$ cat config.mk
export PLATFORM = sky130hd
export DESIGN_NAME = team_08_pixel_writer
export DESIGN_NICKNAME = d
export VERILOG_FILES = /design/src/rtl/team_08_pixel_writer.sv
export SDC_FILE = /design/constraint.sdc
export NUM_CORES = 1
export LEC_CHECK = 0
export BUFFER_PORTS_ARGS = -buffer_cell sky130_fd_sc_hd__buf_2
export CORE_MARGIN = 3
export CORE_UTILIZATION = 40
export DETAILED_ROUTE_END_ITERATION = 6
export PLACE_DENSITY = 0.6
export SETUP_SLACK_MARGIN = 0.2
export SLEW_MARGIN = 20
export SYNTH_ARGS = -nofsm -noshare
export SYNTH_HDL_FRONTEND = slang
export SYNTH_SLANG_ARGS = --single-unit
$ cat constraint.sdc
create_clock -name clk -period 3.4 [get_ports clk]
set_clock_uncertainty 0.05 [all_clocks]
set_input_delay 0.34 -clock clk [delete_from_list [all_inputs] [get_ports clk]]
set_output_delay 0.34 -clock clk [all_outputs]
set_load 0.05 [all_outputs]
$ cat src/rtl/team_08_pixel_writer.sv
// Parallel-bus LCD frame writer: issues the window/RAM-write header, then
// scans every pixel, resolving region flags into an RGB565 color per pixel.
`default_nettype none
`timescale 1ns/1ps

module team_08_pixel_writer #(
  parameter int H_PIX  = 320,
  parameter int V_PIX  = 240,
  parameter int WR_LOW = 1
) (
  input  logic        clk,
  input  logic        rst,
  input  logic        frame_start,
  input  logic        r_floor,
  input  logic        r_dino,
  input  logic        r_cactus,
  input  logic        r_cloud,
  input  logic        r_idle,
  input  logic        r_over,
  input  logic        r_win,
  output logic [8:0]  x,
  output logic [7:0]  y,
  output logic [15:0] lcd_data,
  output logic        lcd_wr_n,
  output logic        lcd_dc,
  output logic        lcd_cs_n,
  output logic        busy,
  output logic        frame_done
);

  typedef enum logic [2:0] {
    S_IDLE   = 3'd0,
    S_HEADER = 3'd1,
    S_FETCH  = 3'd2,
    S_WAIT   = 3'd3,
    S_WRITE  = 3'd4,
    S_DONE   = 3'd5
  } state_t;

  localparam logic [2:0] LOW_LAST = 3'(WR_LOW - 1);
  localparam logic [2:0] LOW_END  = 3'(WR_LOW);
  localparam logic [8:0] X_LAST   = 9'(H_PIX - 1);
  localparam logic [7:0] Y_LAST   = 8'(V_PIX - 1);
  localparam logic [3:0] HDR_LAST = 4'd10;

  state_t     state;
  logic [2:0] cnt;
  logic [3:0] hdr_idx;
  logic [3:0] hdr_sel;
  logic [8:0] hdr_word;
  logic [15:0] color;

  // Header entry is {dc, byte}: column window 0..319, row window 0..239, RAM write.
  function automatic logic [8:0] hdr_rom(input logic [3:0] idx);
    case (idx)
      4'd0:    hdr_rom = {1'b0, 8'h2A};
      4'd1:    hdr_rom = {1'b1, 8'h00};
      4'd2:    hdr_rom = {1'b1, 8'h00};
      4'd3:    hdr_rom = {1'b1, 8'h01};
      4'd4:    hdr_rom = {1'b1, 8'h3F};
      4'd5:    hdr_rom = {1'b0, 8'h2B};
      4'd6:    hdr_rom = {1'b1, 8'h00};
      4'd7:    hdr_rom = {1'b1, 8'h00};
      4'd8:    hdr_rom = {1'b1, 8'h00};
      4'd9:    hdr_rom = {1'b1, 8'hEF};
      4'd10:   hdr_rom = {1'b0, 8'h2C};
      default: hdr_rom = {1'b1, 8'h00};
    endcase
  endfunction

  always_comb begin
    hdr_sel  = (state == S_IDLE) ? 4'd0 : hdr_idx + 4'd1;
    hdr_word = hdr_rom(hdr_sel);
    if (r_over)        color = 16'hF800;
    else if (r_win)    color = 16'h07E0;
    else if (r_idle)   color = 16'hFFE0;
    else if (r_dino)   color = 16'h001F;
    else if (r_cactus) color = 16'h03E0;
    else if (r_cloud)  color = 16'hFFFF;
    else if (r_floor)  color = 16'h8410;
    else               color = 16'h0000;
  end

  always_ff @(posedge clk) begin
    if (rst) begin
      state      <= S_IDLE;
      cnt        <= 3'd0;
      hdr_idx    <= 4'd0;
      x          <= 9'd0;
      y          <= 8'd0;
      lcd_data   <= 16'h0000;
      lcd_wr_n   <= 1'b1;
      lcd_dc     <= 1'b1;
      lcd_cs_n   <= 1'b1;
      busy       <= 1'b0;
      frame_done <= 1'b0;
    end else begin
      frame_done <= 1'b0;
      case (state)
        S_IDLE: begin
          if (frame_start) begin
            state    <= S_HEADER;
            busy     <= 1'b1;
            lcd_cs_n <= 1'b0;
            hdr_idx  <= 4'd0;
            cnt      <= 3'd0;
            lcd_dc   <= hdr_word[8];
            lcd_data <= {8'h00, hdr_word[7:0]};
            lcd_wr_n <= 1'b0;
          end
        end
        S_HEADER: begin
          // Each write: WR_LOW cycles low, then one high cycle that closes it.
          if (cnt == LOW_END) begin
            if (hdr_idx == HDR_LAST) begin
              state <= S_FETCH;
            end else begin
              hdr_idx  <= hdr_idx + 4'd1;
              lcd_dc   <= hdr_word[8];
              lcd_data <= {8'h00, hdr_word[7:0]};
              lcd_wr_n <= 1'b0;
              cnt      <= 3'd0;
            end
          end else begin
            cnt <= cnt + 3'd1;
            if (cnt == LOW_LAST) lcd_wr_n <= 1'b1;
          end
        end
        S_FETCH: state <= S_WAIT;
        S_WAIT: begin
          lcd_data <= color;
          lcd_dc   <= 1'b1;
          lcd_wr_n <= 1'b0;
          cnt      <= 3'd0;
          state    <= S_WRITE;
        end
        S_WRITE: begin
          if (cnt == LOW_END) begin
            if (x == X_LAST) begin
              x <= 9'd0;
              if (y == Y_LAST) begin
                y          <= 8'd0;
                state      <= S_DONE;
                frame_done <= 1'b1;
              end else begin
                y     <= y + 8'd1;
                state <= S_FETCH;
              end
            end else begin
              x     <= x + 9'd1;
              state <= S_FETCH;
            end
          end else begin
            cnt <= cnt + 3'd1;
            if (cnt == LOW_LAST) lcd_wr_n <= 1'b1;
          end
        end
        S_DONE: begin
          state    <= S_IDLE;
          busy     <= 1'b0;
          lcd_cs_n <= 1'b1;
        end
        default: state <= S_IDLE;
      endcase
    end
  end

endmodule

`default_nettype wire

==> metrics.txt <==
DR DRC count=0; Hold Crit Start=r_win; Root Driver=clkbuf_8; Leakage=about 1.2 nW; Starting Density=42.0%; Max stage delay cell, worst path=or3_1; IO Count=between 40 and 50; worst setup path end=lcd_data[3]; Clk Latency, worst-skew pair=290 ps; Final Hold Viols=0; row count=28; wire per inst=13.4 um; Mapped Area=0.00253 mm^2; syn avg cell area=between 8 and 9 um^2; Num CTS Buffers=5; pwr/cell area=around 740 mW/mm^2; hold slack=around 350 ps; Vias=2225; Post-synth ARST share=0%; TritonCTS clock tree=done; number of synthesized flops with an enable pin=0; Num Clock Sinks=43; number of setup buffers added after CTS=0; RSZ-0062 raised after global routing=false; unique cell type count in the Yosys netlist=53; Critical Path Most Common Cell=a211oi_1; cell family with most CP delay=simple AND/OR/NAND/NOR gates; share of cells above drive strength 1=between 10% and 20%; clk slew on worst S/H paths=approximately 90 ps; final setup vio count=0; antenna violations before repair=0; r2r worst-path depth=6; Slew Viols, Final=0; crit end category=flip-flop; sequential area share after synthesis=34.0%; Synth Flop Type=dfxtp_1; reg2reg end=lcd_data[3]; Synth Register Bits=43; worst stage delay on the critical path=around 520 ps; Worst path depth=6; R2R Setup Slk=around 1100 ps; Post-Route WL=roughly 5600 um; fillers=roughly 610; # H-tree levels=2; Crit path required time=around 3500 ps; Antenna Nets Post-Route=0; vias in the first global route=about 2000; Area Growth Syn to Fin=12.0%; antenna cells=0; Worst EP arrival=between 2000 and 2500 ps; Synth Net Count=approximately 330; Final HPWL DP=between 4000 and 5000 um; WP buf/inv=0; buffer depth of the longest clock path=2; Post-Syn Instances=~300; nets=364; startpoint types=flip-flop; Die H=approximately 86 um; status=completed; Achievable Freq=about 440 MHz; Total GRT Usage=between 10% and 20%; Max Cap Viol=0; Avg Vias per Cell=~5.3; Hold Buf Count CTS=0; Hold WC Path Type=in -> reg; period utilization=about two thirds; die footprint=about 0.0073 mm^2; RePlAce Congestion=between 0.8 and 0.9; WS Path Type=reg -> reg; global route overflow=0; Pre-antenna DRT Iters=4; PostCTS Resize Cnt=0; Critical path origin=state[1]; largest net degree at the start of global routing=39; CP max FO=18; critical-path cell list=or3_1, nand2b_1, ha_1, nor2b_1, a211oi_1, a211oi_1; Starting DRT DRC Count=100; worst relative slew slack=around 53%; IO Port Bufs=47; Die Wd=approximately 86 um; first-pass GRT wire length=9470 um; slew at the pin with the worst max-slew slack=702 ps; fin crit period=approximately 2300 ps; synth warn=0; Peak VDD IR=~0.00041 V; Reg2Reg Launch Point=state[1]; Setup TNS Final=0 ps; core box area=~0.006 mm^2
-- cell usage after synthesis, drive strengths merged (5+ instances only) --
cell type  count  area (um^2)
nand2b         6         37.5
a211oi         7         52.6
xnor2          7         61.3
nand2         14         52.6
nor3          13         70.1
nor3b          5         42.5
a21oi         17         88.8
buf           13         80.1
a31oi          5         31.3
ha            13          163
clkbuf         8         31.3
nor2          44          168
nand3         13         65.1
o21ai         11         55.1
inv           12         45.0
mux2i          8         80.1
and2           6         37.5
dfxtp         43          861
nor2b          9         58.8
xor2           8         70.1
nand4          5         31.3
-- flip-flops by register name, indices dropped and copies added (netlist names) --
signal      cells
lcd_cs_n        1
x               9
frame_done      1
cnt             3
busy            1
lcd_wr_n        1
lcd_data       11
y               8
lcd_dc          1
hdr_idx         4
state           3
-- cell families after synthesis --
kind of cell | after synthesis | synth area share, %
flops | 43 | 34.0
mux | 8 | 3.16
xor+xnor | 15 | 5.19
buf+inv | 33 | 6.18
simple gates | 133 | 28.2
fa+ha+maj | 13 | 6.42
compound gates | 63 | 16.8
-- per-stage QoR --
step	std cells	power, mW	setup WS, ps	util (%)	instance area [um^2]
finish	417	2.09	1120	47.1	2840
global route	417	2.26	922	47.1	2840
CTS	417	2.11	1130	47.1	2840
detailed placement	409	1.78	1170	45.6	2750
global placement	409	1.77	1220	45.6	2750
floorplan	308	1.60	1410	-	2530
-- cell type report --
type | count | area (um^2) | share of cell area [%]
multi-input cells | 232 | 1520 | 53.4
flip-flops and latches | 43 | 861 | 30.4
repair buffers | 47 | 235 | 8.30
well taps | 75 | 93.8 | 3.31
clock buffers | 6 | 72.6 | 2.56
inverters | 12 | 45.0 | 1.59
clock inverters | 2 | 12.5 | 0.441
-- cells in the final DEF, fill, tap and decap left out, types with 3 or more instances in the layout --
master	count
buf_2	47
nor2_1	43
dfxtp_1	43
a21oi_1	16
nand2_1	14
nand3_1	13
ha_1	13
inv_1	12
nor3_1	12
o21ai_0	10
nor2b_1	8
mux2i_1	8
xor2_1	8
xnor2_1	7
a211oi_1	7
nand2b_1	6
and2_1	6
nand4_1	5
a31oi_1	5
clkbuf_8	5
or3_1	4
nor3b_1	4
nand3b_1	4
a311oi_1	4
o21bai_1	3
nor4_1	3
a21o_1	3
o21a_1	3
-- worst min-delay path by stage --
stage | endpoint | slack [ps] | cells after the start
2_1_floorplan | hdr_idx[0] | 440 | 2
3_3_place_gp | lcd_data[15] | 400 | 2
3_5_place_dp | lcd_data[15] | 400 | 2
4_1_cts | lcd_data[4] | 350 | 4
5_1_grt | lcd_data[4] | 380 | 4
6_report | lcd_data[4] | 350 | 4
-- report_power, final --
group	internal [mW]	switching, mW	total, mW
sequential	0.588	0.122	0.710
clock	0.144	0.184	0.328
combinational	0.360	0.695	1.05
-- per-layer routing --
layer	up-vias	share of wire [%]	wire length (um)	track usage [%]
li1	1143	-	-	-
met1	1022	50	2790	22.6
met2	54	43	2420	23.4
met3	6	5.6	314	3.55
met4	0	1.0	57	4.89
met5	-	0	0	0
-- worst register-to-register path: stages, from the launching register on --
cell and delay (ps):
dfxtp_1 500, or3_1 520, nand2b_1 220, ha_1 260
nor2b_1 140, a211oi_1 330, a211oi_1 130
Power figures use the tool's default switching activity.
